--- src/rtl/pp_pipeline_accel_pkg.sv ---
// pp_pipeline_accel_pkg: shared constants, state encoding and TKEEP helper for the output packer
package pp_pipeline_accel_pkg;
  localparam int NPPC = 8;
  localparam int PXL_W = 8;
  localparam int DATA_W = NPPC * PXL_W;
  typedef enum logic [1:0] {IDLE, RUN, FLUSH, DONE} state_t;
  function automatic logic [NPPC-1:0] width_keep(input logic [3:0] w);
    return (w == 4'd0 || w > 4'd8) ? 8'hFF : ~(8'hFF << w);
  endfunction
endpackage

--- src/rtl/pp_pipeline_accel_mat2axis_pack_if.sv ---
// pp_pipeline_accel_mat2axis_pack_if: AXI4-Stream video bus with TKEEP/TUSER/TLAST
interface pp_pipeline_accel_mat2axis_pack_if;
  import pp_pipeline_accel_pkg::*;
  logic [DATA_W-1:0] tdata;
  logic [NPPC-1:0] tkeep;
  logic tuser;
  logic tlast;
  logic tvalid;
  logic tready;
  modport master(output tdata, tkeep, tuser, tlast, tvalid, input tready);
  modport slave(input tdata, tkeep, tuser, tlast, tvalid, output tready);
endinterface

--- src/rtl/pp_pipeline_accel_axis_out_reg.sv ---
// pp_pipeline_accel_axis_out_reg: single-entry AXIS output register, holds a beat until accepted
module pp_pipeline_accel_axis_out_reg
  import pp_pipeline_accel_pkg::*;
(
  input  logic ap_clk,
  input  logic ap_rst_n,
  input  logic load,
  input  logic [DATA_W-1:0] data,
  input  logic [NPPC-1:0] keep,
  input  logic user,
  input  logic last,
  pp_pipeline_accel_mat2axis_pack_if.master m_axis
);
  always_ff @(posedge ap_clk or negedge ap_rst_n)
    if (!ap_rst_n) begin
      m_axis.tvalid <= 1'b0;
      m_axis.tdata <= '0;
      m_axis.tkeep <= '0;
      m_axis.tuser <= 1'b0;
      m_axis.tlast <= 1'b0;
    end else if (load) begin
      m_axis.tvalid <= 1'b1;
      m_axis.tdata <= data;
      m_axis.tkeep <= keep;
      m_axis.tuser <= user;
      m_axis.tlast <= last;
    end else if (m_axis.tready) begin
      m_axis.tvalid <= 1'b0;
    end
endmodule

--- src/rtl/pp_pipeline_accel_mat2axis_pack.sv ---
// pp_pipeline_accel_mat2axis_pack: drains the 8-pixel FIFO into one AXI4-Stream frame per ap_start
module pp_pipeline_accel_mat2axis_pack
  import pp_pipeline_accel_pkg::*;
(
  input  logic ap_clk,
  input  logic ap_rst_n,
  input  logic ap_start,
  output logic ap_ready,
  output logic ap_done,
  input  logic ap_continue,
  output logic ap_idle,
  input  logic [15:0] rows,
  input  logic [15:0] cols,
  input  logic [3:0] last_blk_pxl_width,
  input  logic [DATA_W-1:0] in_dout,
  input  logic in_empty_n,
  output logic in_read,
  pp_pipeline_accel_mat2axis_pack_if.master m_axis
);
  state_t state, nstate;
  logic [15:0] rows_q, row_cnt;
  logic [13:0] bpr, col_cnt;
  logic [NPPC-1:0] keep_last;
  logic last_col, last_row, pop;
  always_comb begin
    last_col = col_cnt == bpr - 14'd1;
    last_row = row_cnt == rows_q - 16'd1;
    pop = state == RUN && in_empty_n && (!m_axis.tvalid || m_axis.tready);
    in_read = pop;
    ap_ready = state == IDLE && ap_start;
    ap_done = state == DONE;
    ap_idle = state == IDLE && !ap_start;
    nstate = state;
    case (state)
      IDLE: if (ap_start) nstate = (rows == 16'd0 || cols == 16'd0) ? DONE : RUN;
      RUN: if (pop && last_col && last_row) nstate = FLUSH;
      FLUSH: if (m_axis.tvalid && m_axis.tready) nstate = DONE;
      DONE: if (ap_continue) nstate = IDLE;
      default: nstate = IDLE;
    endcase
  end
  always_ff @(posedge ap_clk or negedge ap_rst_n)
    if (!ap_rst_n) begin
      state <= IDLE;
      rows_q <= '0;
      bpr <= '0;
      keep_last <= '0;
      row_cnt <= '0;
      col_cnt <= '0;
    end else begin
      state <= nstate;
      if (ap_ready) begin
        rows_q <= rows;
        bpr <= 14'(({1'b0, cols} + 17'd7) >> 3);
        keep_last <= width_keep(last_blk_pxl_width);
        row_cnt <= '0;
        col_cnt <= '0;
      end else if (pop) begin
        col_cnt <= last_col ? '0 : col_cnt + 14'd1;
        row_cnt <= row_cnt + {15'd0, last_col};
      end
    end
  pp_pipeline_accel_axis_out_reg u_out (
    .ap_clk(ap_clk),
    .ap_rst_n(ap_rst_n),
    .load(pop),
    .data(in_dout),
    .keep(last_col ? keep_last : 8'hFF),
    .user(col_cnt == 14'd0 && row_cnt == 16'd0),
    .last(last_col && last_row),
    .m_axis(m_axis)
  );
endmodule

--- src/flat_wrapper.sv ---
// flat-port wrapper written by rule: the top's interface ports become plain ports
module pp_pipeline_accel_mat2axis_pack_flat import pp_pipeline_accel_pkg::*;
  (ap_clk, ap_rst_n, ap_start, ap_ready, ap_done, ap_continue, ap_idle, rows, cols, last_blk_pxl_width, in_dout, in_empty_n, in_read, m_axis_tdata, m_axis_tkeep, m_axis_tuser, m_axis_tlast, m_axis_tvalid, m_axis_tready);
  pp_pipeline_accel_mat2axis_pack_if m_axis_i ();
  input  logic ap_clk;
  input  logic ap_rst_n;
  input  logic ap_start;
  output logic ap_ready;
  output logic ap_done;
  input  logic ap_continue;
  output logic ap_idle;
  input  logic [15:0] rows;
  input  logic [15:0] cols;
  input  logic [3:0] last_blk_pxl_width;
  input  logic [DATA_W-1:0] in_dout;
  input  logic in_empty_n;
  output logic in_read;
  output wire logic [$bits(m_axis_i.tdata)-1:0] m_axis_tdata;
  output wire logic [$bits(m_axis_i.tkeep)-1:0] m_axis_tkeep;
  output wire logic [$bits(m_axis_i.tuser)-1:0] m_axis_tuser;
  output wire logic [$bits(m_axis_i.tlast)-1:0] m_axis_tlast;
  output wire logic [$bits(m_axis_i.tvalid)-1:0] m_axis_tvalid;
  input wire logic [$bits(m_axis_i.tready)-1:0] m_axis_tready;
  assign m_axis_tdata = m_axis_i.tdata;
  assign m_axis_tkeep = m_axis_i.tkeep;
  assign m_axis_tuser = m_axis_i.tuser;
  assign m_axis_tlast = m_axis_i.tlast;
  assign m_axis_tvalid = m_axis_i.tvalid;
  assign m_axis_i.tready = m_axis_tready;
  pp_pipeline_accel_mat2axis_pack u_core (.ap_clk(ap_clk), .ap_rst_n(ap_rst_n), .ap_start(ap_start), .ap_ready(ap_ready), .ap_done(ap_done), .ap_continue(ap_continue), .ap_idle(ap_idle), .rows(rows), .cols(cols), .last_blk_pxl_width(last_blk_pxl_width), .in_dout(in_dout), .in_empty_n(in_empty_n), .in_read(in_read), .m_axis(m_axis_i));
endmodule
--- config.mk ---
export PLATFORM = sky130hd
export DESIGN_NAME = pp_pipeline_accel_mat2axis_pack_flat
export DESIGN_NICKNAME = d
export VERILOG_FILES = /design/src/rtl/pp_pipeline_accel_pkg.sv /design/src/rtl/pp_pipeline_accel_mat2axis_pack_if.sv /design/src/rtl/pp_pipeline_accel_axis_out_reg.sv /design/src/rtl/pp_pipeline_accel_mat2axis_pack.sv /design/src/flat_wrapper.sv
export SDC_FILE = /design/constraint.sdc
export NUM_CORES = 1
export LEC_CHECK = 0
export CORE_MARGIN = 4
export CORE_UTILIZATION = 30
export DETAILED_ROUTE_END_ITERATION = 12
export SYNTH_ARGS = -nofsm -noshare
export SYNTH_HDL_FRONTEND = slang
export SYNTH_SLANG_ARGS = --single-unit
export TNS_END_PERCENT = 1
--- constraint.sdc ---
create_clock -name ap_clk -period 3.3 [get_ports ap_clk]
set_input_delay 0.66 -clock ap_clk [delete_from_list [all_inputs] [get_ports ap_clk]]
set_output_delay 0.66 -clock ap_clk [all_outputs]
set_load 0.05 [all_outputs]
==> impl_metrics.ini, run 1 <==
[final_layout]
final-seq-area_sq_um = 3630
nets = 1146
final_util_pct = 43.6
fin_cells = 1361
diodes = 0
syn_to_final_growth_pct = 42.1
drive_gt1_share_pct = 8.25
fillerInstances = 2398
multi_input_area_sq_um = 3510
fin_area_sq_um = 10300

[logic_synthesis]
yosysWarningCount = 0
ys_async_sr_fraction_pct = 100
synth_nets = 952
synth-seq-cells = 145
synth.area.top_cells = dfrtp_1, nand2_1, xor2_1, xnor2_1, o21ai_0
avgSynthCellArea_sq_um = 8.70
yosysSeqAreaShare_pct = 49.9
yosys.cell_types.count = 56
ys.flop_type = dfrtp_1
syn_area_sq_um = 7270
synth_top_area_cell = dfrtp_1
synth_edf_count = 0
netlist_instances = 835
synth_top_area_share_pct = 49.9

[pwr]
p_switching_uw = 1570
p_comb_share_pct = 21.5
clkPwrFrac_pct = 40.4
intPower_uw = 3700
p_total_uw = 5270
irDropWorstVdd_uv = 341
seq_power_share_pct = 38.1
p_leak_uw = 0.00487
p_per_area_nw_per_um2 = 510
p_sw_share_pct = 29.8

[job]
cap_violations = 0

[timing]
min_period_over_period_pct = 101
period_minus_slack_ns = 3.33
fmax_mhz = 300
holdWs_ns = 0.209
rsz0062_at_grt = true
relSlewSlack_pct = 59.0
fin_skew_ns = 0.00824
hold_viol = 0
setup_violations = 3
setup_ws_ns = -0.0327
slew_viol_final = 0
worst_pin_slew_ns = 0.615

[setup_path]
worstPathArrival_ns = 3.62
r2r_cells = 13
cp_max_fo = 4
cp_data_required_time_ns = 3.59
path_class = register to register
cp_cell_sequence = or4_4 -> or4_4 -> o32ai_2 -> a31oi_1 -> a2111o_1 -> inv_4 -> ha_4 -> and3_4 -> and2_4 -> and4_4 -> nand2_2 -> xor2_1 -> nor2_1
rr_endpoint = u_core.row_cnt[12]$_DFFE_PN0P_
r2r_start = u_core.bpr[5]$_DFFE_PN0P_
timing.critical_path.from_type = register
critPathBufInv = 1
slowest_stage = or4_4
ff2ff_setup_slack_ns = -0.03
cpPeakStageDelay_ns = 0.59
crit_path_end_kind = register
cp_top_family = simple AND/OR/NAND/NOR gates
crit_top_cell = or4_4

[global_routing]
grt_pass1_vias = 6149
grt_usage_pct = 15.3
grt_pass1_wl_microns = 32800
overflow = 0
antenna_found_initial = 0
grt_max_degree = 61

[drt]
drc = 0
dr_wl_met3_microns = 1100
wl_per_cell_microns = 14.9
finalWirelength_microns = 20300
wl_met1_microns = 9340
ant_nets = 0
vias = 6304
dr_wl_met2_microns = 9500
drtIter0Drc = 366
vias_per_cell = 4.63
dr.pass1.iters = 5
top_layer_used = met4

[clocking]
clock-root-buffer = clkbuf_16
clock_latency_ns = 0.43
clkTransAtPathRegs_ns = 0.06
cts_num_sinks = 145
cts_buffers = 17
htree_levels = 4
cts.path.max_buffers = 2
cts_tree = built
ctsHoldBuffers = 0

[status]
failed_checks = negative setup slack
run_status = complete, but fails checks

[placed_design]
port_buffers = 184
place.gp.congestion = 0.841
hpwl_microns = 14700
placedCellCount = 1328
dpl_cell_area_sq_um = 9640

[hold_path]
hold_path_class = input port to async pin

[die]
die-height_microns = 164
io_pins = 185
coreArea_sq_um = 23700
row_count = 56
start_util_pct = 30.7
die-area_sq_um = 26800
fp.dieW_microns = 164
==> layout make-up <==
type                            instances  area share, %
Tap cell                              319           3.86
Clock inverter                         13           2.01
Clock buffer                           19           4.29
Multi-Input combinational cell        634           34.0
Sequential cell                       145           35.1
Inverter                               20          0.751
Timing Repair Buffer                  211           20.0
==> worst max path at each step <==
stage                                    startpoint                              to  depth (start not counted)
after global routing      u_core.bpr[5]$_DFFE_PN0P_  u_core.row_cnt[15]$_DFFE_PN0P_                         13
after floorplan           u_core.bpr[0]$_DFFE_PN0P_  u_core.row_cnt[12]$_DFFE_PN0P_                         14
after CTS                 u_core.bpr[0]$_DFFE_PN0P_  u_core.row_cnt[15]$_DFFE_PN0P_                         16
final                     u_core.bpr[5]$_DFFE_PN0P_  u_core.row_cnt[12]$_DFFE_PN0P_                         13
after detailed placement  u_core.bpr[0]$_DFFE_PN0P_  u_core.row_cnt[15]$_DFFE_PN0P_                         16
after global placement    u_core.bpr[0]$_DFFE_PN0P_  u_core.row_cnt[15]$_DFFE_PN0P_                         13
==> power groups by stage <==
stage / Clock, uW / Combinational [uW] / Sequential [uW]
after floorplan: 0 / 234 / 2430
after global placement: 0 / 1140 / 2030
after detailed placement: 0 / 1150 / 2030
after CTS: 2180 / 1150 / 2000
after global routing: 2260 / 1210 / 2020
final: 2130 / 1130 / 2000
==> registers in the layout (all words and copies together) (netlist names) <==
signal                      flops
u_core.state                    2
u_core.row_cnt                 16
u_core.u_out.m_axis.tdata      64
u_core.u_out.m_axis.tvalid      1
u_core.u_out.m_axis.tuser       1
u_core.keep_last                8
u_core.col_cnt                 14
u_core.u_out.m_axis.tkeep       8
u_core.bpr                     14
u_core.rows_q                  16
u_core.u_out.m_axis.tlast       1
==> layout by cell type (no fill, tap or decap), types with 9 or more instances in the layout <==
| master | instances |
|---|---|
| and3_1 | 15 |
| buf_4 | 28 |
| clkbuf_16 | 17 |
| clkdlybuf4s50_1 | 180 |
| dfrtp_1 | 145 |
| ha_1 | 10 |
| inv_1 | 17 |
| nand2_1 | 299 |
| nand3_1 | 17 |
| nand4_1 | 9 |
| nor2_1 | 30 |
| nor3_1 | 15 |
| nor3b_1 | 10 |
| nor4_1 | 18 |
| o21ai_0 | 50 |
| xnor2_1 | 34 |
| xor2_1 | 36 |
==> per-layer routing <==
layer | track usage [%] | vias to the layer above
li1 | - | 3168
met1 | 20.7 | 2954
met2 | 24.1 | 160
met3 | 3.89 | 22
met4 | 4.57 | 0
met5 | 0 | -
==> cells in the mapped netlist (3+ instances only) <==
master	number
nand3_1	19
nand4_1	9
xnor2_1	34
nor4b_1	3
nor3_1	16
inv_1	19
nor2_1	30
nor3b_1	10
or2_2	3
and3_1	16
clkbuf_1	32
mux2i_1	3
dfrtp_1	145
ha_1	11
nand2b_1	4
o21ai_0	50
a31oi_1	3
and4_1	3
a21oi_1	8
nand2_1	300
nor4_1	18
xor2_1	36
or3_1	6
a21o_1	8
nor2b_1	7
==> worst register-to-register path, cell delays in order, from the launching register on <==
cell and delay, ns:
dfrtp_1 0.38, or4_4 0.59, or4_4 0.55, o32ai_2 0.11
a31oi_1 0.07, a2111o_1 0.47, inv_4 0.10, ha_4 0.11
and3_4 0.17, and2_4 0.13, and4_4 0.25, nand2_2 0.06
xor2_1 0.16, nor2_1 0.05
==> logic make-up after synthesis <==
kind of cell | count (synthesis) | share of synthesized area, %
XOR/XNOR | 70 | 8.44
flip-flops | 145 | 49.9
AO/OA/AOI/OAI | 94 | 8.09
multiplexers | 4 | 0.568
adder cells (fa/ha/maj) | 11 | 1.89
buffers and inverters | 56 | 3.01
AND/OR/NAND/NOR | 455 | 28.1
==> stage by stage <==
| step | setup TNS (ns) | worst slack, ns |
|---|---|---|
| after floorplan | -0.0404 | -0.0248 |
| after global placement | 0 | 0.0190 |
| after detailed placement | 0 | 0.0249 |
| after CTS | 0 | 0.0204 |
| after global routing | -0.805 | -0.179 |
| final | -0.0621 | -0.0327 |
==> repair_timing <==
item / in CTS / in global routing
setup endpoints to repair: 0 / 13
setup buffers: 0 / 1
resized for setup: 0 / 6
endpoints found under the hold margin: 0 / 0
Note: power is estimated with default switching activity, not from simulation.
==> inputs of run 2 (changes only) <==
- ABC_AREA: unset -> 1
- CORE_MARGIN: 4 -> unset
==> run 2 against run 1 <==
  * The run now ends clean
  * Critical endpoint is now u_core.row_cnt[15]$_DFFE_PN0P_
  * Total power increased by 87%
  * Cell count increased by 13%
  * Sequential cell count unchanged
  * Clock power fell by 6%
  * Combinational power increased to 4.4 times the previous value
  * Via count up 8.9%
  * Non-clock buffer count fell by 16
==> impl_metrics.ini, run 2 <==
[final_layout]
nets = 1306
diodes = 0
top_regs = u_core.u_out.m_axis.tdata x64, u_core.row_cnt x16, u_core.rows_q x16
final_common_cell = nand2_1
largest_reg_flops = 64
regMostFlops = u_core.u_out.m_axis.tdata
final_util_pct = 42.1
final_cell_mix = nand2_1, clkdlybuf4s50_1, dfrtp_1
fillerInstances = 2522
drive_gt1_share_pct = 8.65
syn_to_final_growth_pct = 36.8
fin_area_sq_um = 10700

[timing]
hold_viol = 0
worst_pin_slew_ns = 0.749
fin_skew_ns = 0.0102
finalSetupTns_ns = 0
relSlewSlack_pct = 50.0
setup_violations = 0
fmax_mhz = 332
period_minus_slack_ns = 3.02
min_period_over_period_pct = 91.4
slew_viol_final = 0
setup_ws_ns = 0.284
rsz0062_at_grt = false

[logic_synthesis]
synth-seq-cells = 145
ys.flop_type = dfrtp_1
yosysSeqAreaShare_pct = 46.5
avgSynthCellArea_sq_um = 7.78
yosys.cell_types.count = 41
synth.area.top_cells = dfrtp_1, nand2_1, inv_1, xor2_1, nor2_1
netlist_instances = 1003
yosysWarningCount = 0
ys_async_sr_fraction_pct = 100
synth_top_area_share_pct = 46.5
syn_area_sq_um = 7800
synth_common_cells = nand2_1, dfrtp_1, inv_1
synth_top_area_cell = dfrtp_1
synth_most_common_cell = nand2_1
synth_edf_count = 0
synth_nets = 1120

[clocking]
cts.path.max_buffers = 2
cts_tree = built
clock_latency_ns = 0.43
cts_num_sinks = 145
clkTransAtPathRegs_ns = 0.08
cts_buffers = 17
htree_levels = 4
clock-root-buffer = clkbuf_16

[drt]
wl_met1_microns = 9340
dr_wl_met3_microns = 1920
finalWirelength_microns = 20700
vias = 6863
top_layer_used = met4
dr.pass1.iters = 4
drc = 0
ant_nets = 0
vias_per_cell = 4.48
wl_per_cell_microns = 13.5
drtIter0Drc = 356
dr_wl_met2_microns = 9180

[die]
die-area_sq_um = 26700
die-height_microns = 163
io_pins = 185
fp.dieW_microns = 163
row_count = 58
start_util_pct = 30.8
coreArea_sq_um = 25300

[pwr]
clkPwrFrac_pct = 20.3
p_leak_uw = 0.00510
p_sw_share_pct = 47.5
p_switching_uw = 4690
intPower_uw = 5180
p_per_area_nw_per_um2 = 925
irDropWorstVdd_uv = 510
p_comb_share_pct = 50.0
seq_power_share_pct = 29.7

[setup_path]
path_class = register to register
rr_endpoint = u_core.row_cnt[15]$_DFFE_PN0P_
timing.critical_path.from_type = register
worstPathArrival_ns = 3.32
cp_data_required_time_ns = 3.61
ff2ff_setup_slack_ns = 0.28
cp_max_fo = 6
r2r_cells = 20
r2r_start = u_core.bpr[1]$_DFFE_PN0P_
crit_path_end_kind = register

[placed_design]
place.gp.congestion = 0.882
hpwl_microns = 15300
port_buffers = 184
dp_slack_ns = 0.117
dpl_cell_area_sq_um = 10000

[status]
run_status = finished, final reports clean

[global_routing]
overflow = 0
grt_usage_pct = 16.3
grt_pass1_wl_microns = 34300
antenna_found_initial = 0
grt_pass1_vias = 6840
grt_max_degree = 69

[job]
cap_violations = 0

[hold_path]
hold_path_class = input port to async pin
[run 2: cell types whose count changed after synthesis, moves of 16 or more]
cell | previous run | this run
nor2_1 | 30 | 65
nand3_1 | 19 | 45
nand2_1 | 300 | 366
xnor2_1 | 34 | 15
and3_1 | 16 | 0
inv_1 | 19 | 117
[run 2: kinds of logic (layout without fill, tap and decap cells)]
group / after synthesis / count (layout) / synth area share (%)
AOI/OAI and AO/OA: 94 / 94 / 7.78
xor gates and xnor gates: 44 / 44 / 4.94
adders and majority gates: 11 / 11 / 1.76
buffers and inverters: 150 / 349 / 7.52
DFF: 145 / 145 / 46.5
and+or+nand+nor: 559 / 559 / 31.5
[run 2: what timing repair did]
action	in CTS	in global routing
setup buffers	0	2
hold buffers	0	0
endpoints found under the setup margin	0	4
gates resized for setup	0	1
[run 2: how the worst max path moves through the flow]
stage,from,endpoint,slack (ns)
after detailed placement,u_core.bpr[1]$_DFFE_PN0P_,u_core.row_cnt[15]$_DFFE_PN0P_,0.12
after CTS,u_core.bpr[1]$_DFFE_PN0P_,u_core.row_cnt[15]$_DFFE_PN0P_,0.10
after global placement,u_core.bpr[1]$_DFFE_PN0P_,u_core.row_cnt[15]$_DFFE_PN0P_,0.21
after global routing,u_core.bpr[1]$_DFFE_PN0P_,u_core.row_cnt[15]$_DFFE_PN0P_,0.002
after floorplan,u_core.bpr[0]$_DFFE_PN0P_,u_core.row_cnt[15]$_DFFE_PN0P_,0.37
final,u_core.bpr[1]$_DFFE_PN0P_,u_core.row_cnt[15]$_DFFE_PN0P_,0.28
[run 2: metrics by stage]
step / hold WS, ns / std cells / total power [uW]
floorplan: 0.364 / 1003 / 6290
global placement: 0.434 / 1498 / 7880
detailed placement: 0.441 / 1498 / 7920
CTS: 0.237 / 1530 / 9980
global route: 0.253 / 1532 / 10600
finish: 0.203 / 1532 / 9870
[run 2: final cells by class]
class	count	area, sq um	share of cell area, %
flip-flops and latches	145	3630	34.0
clock buffers	17	425	3.99
multi-input cells	708	3590	33.6
well taps	330	413	3.87
repair buffers	195	1970	18.5
clock inverters	15	186	1.75
inverters	122	458	4.29
[run 2: power groups by stage]
stage | clock [uW] | sequential (uW) | combinational (uW)
floorplan | 0 | 4250 | 2040
global placement | 0 | 2940 | 4940
detailed placement | 0 | 2950 | 4970
CTS | 2060 | 2940 | 4980
global route | 2120 | 3030 | 5430
finish | 2000 | 2930 | 4930
[run 2: worst max-delay path, cell delays in order, from the launching register on]
cell and delay, ns:
dfrtp_1 0.42, inv_1 0.09, ha_2 0.24, inv_2 0.05
nor2_1 0.13, nand3_2 0.10, o21bai_1 0.16, nand3_1 0.11
nor3b_2 0.21, nand2_2 0.11, inv_1 0.09, ha_1 0.14
nand2_1 0.09, nor3_4 0.16, nand2_2 0.10, nor2_4 0.13
nand2_2 0.09, nor2_4 0.15, nand2_2 0.08, nor3_1 0.19
nor3_2 0.07
[run 2: metal layers]
layer | vias to the layer above | global-route usage, %
met5 | - | 0
met4 | 0 | 4.67
met3 | 13 | 6.86
met2 | 172 | 25.7
met1 | 3153 | 20.4
li1 | 3525 | -
==> inputs of run 3 (changes only) <==
- CAP_MARGIN: unset -> 20
==> results of run 3 <==
Same layout as run 2: the final DEF is identical, and so are final timing and power.
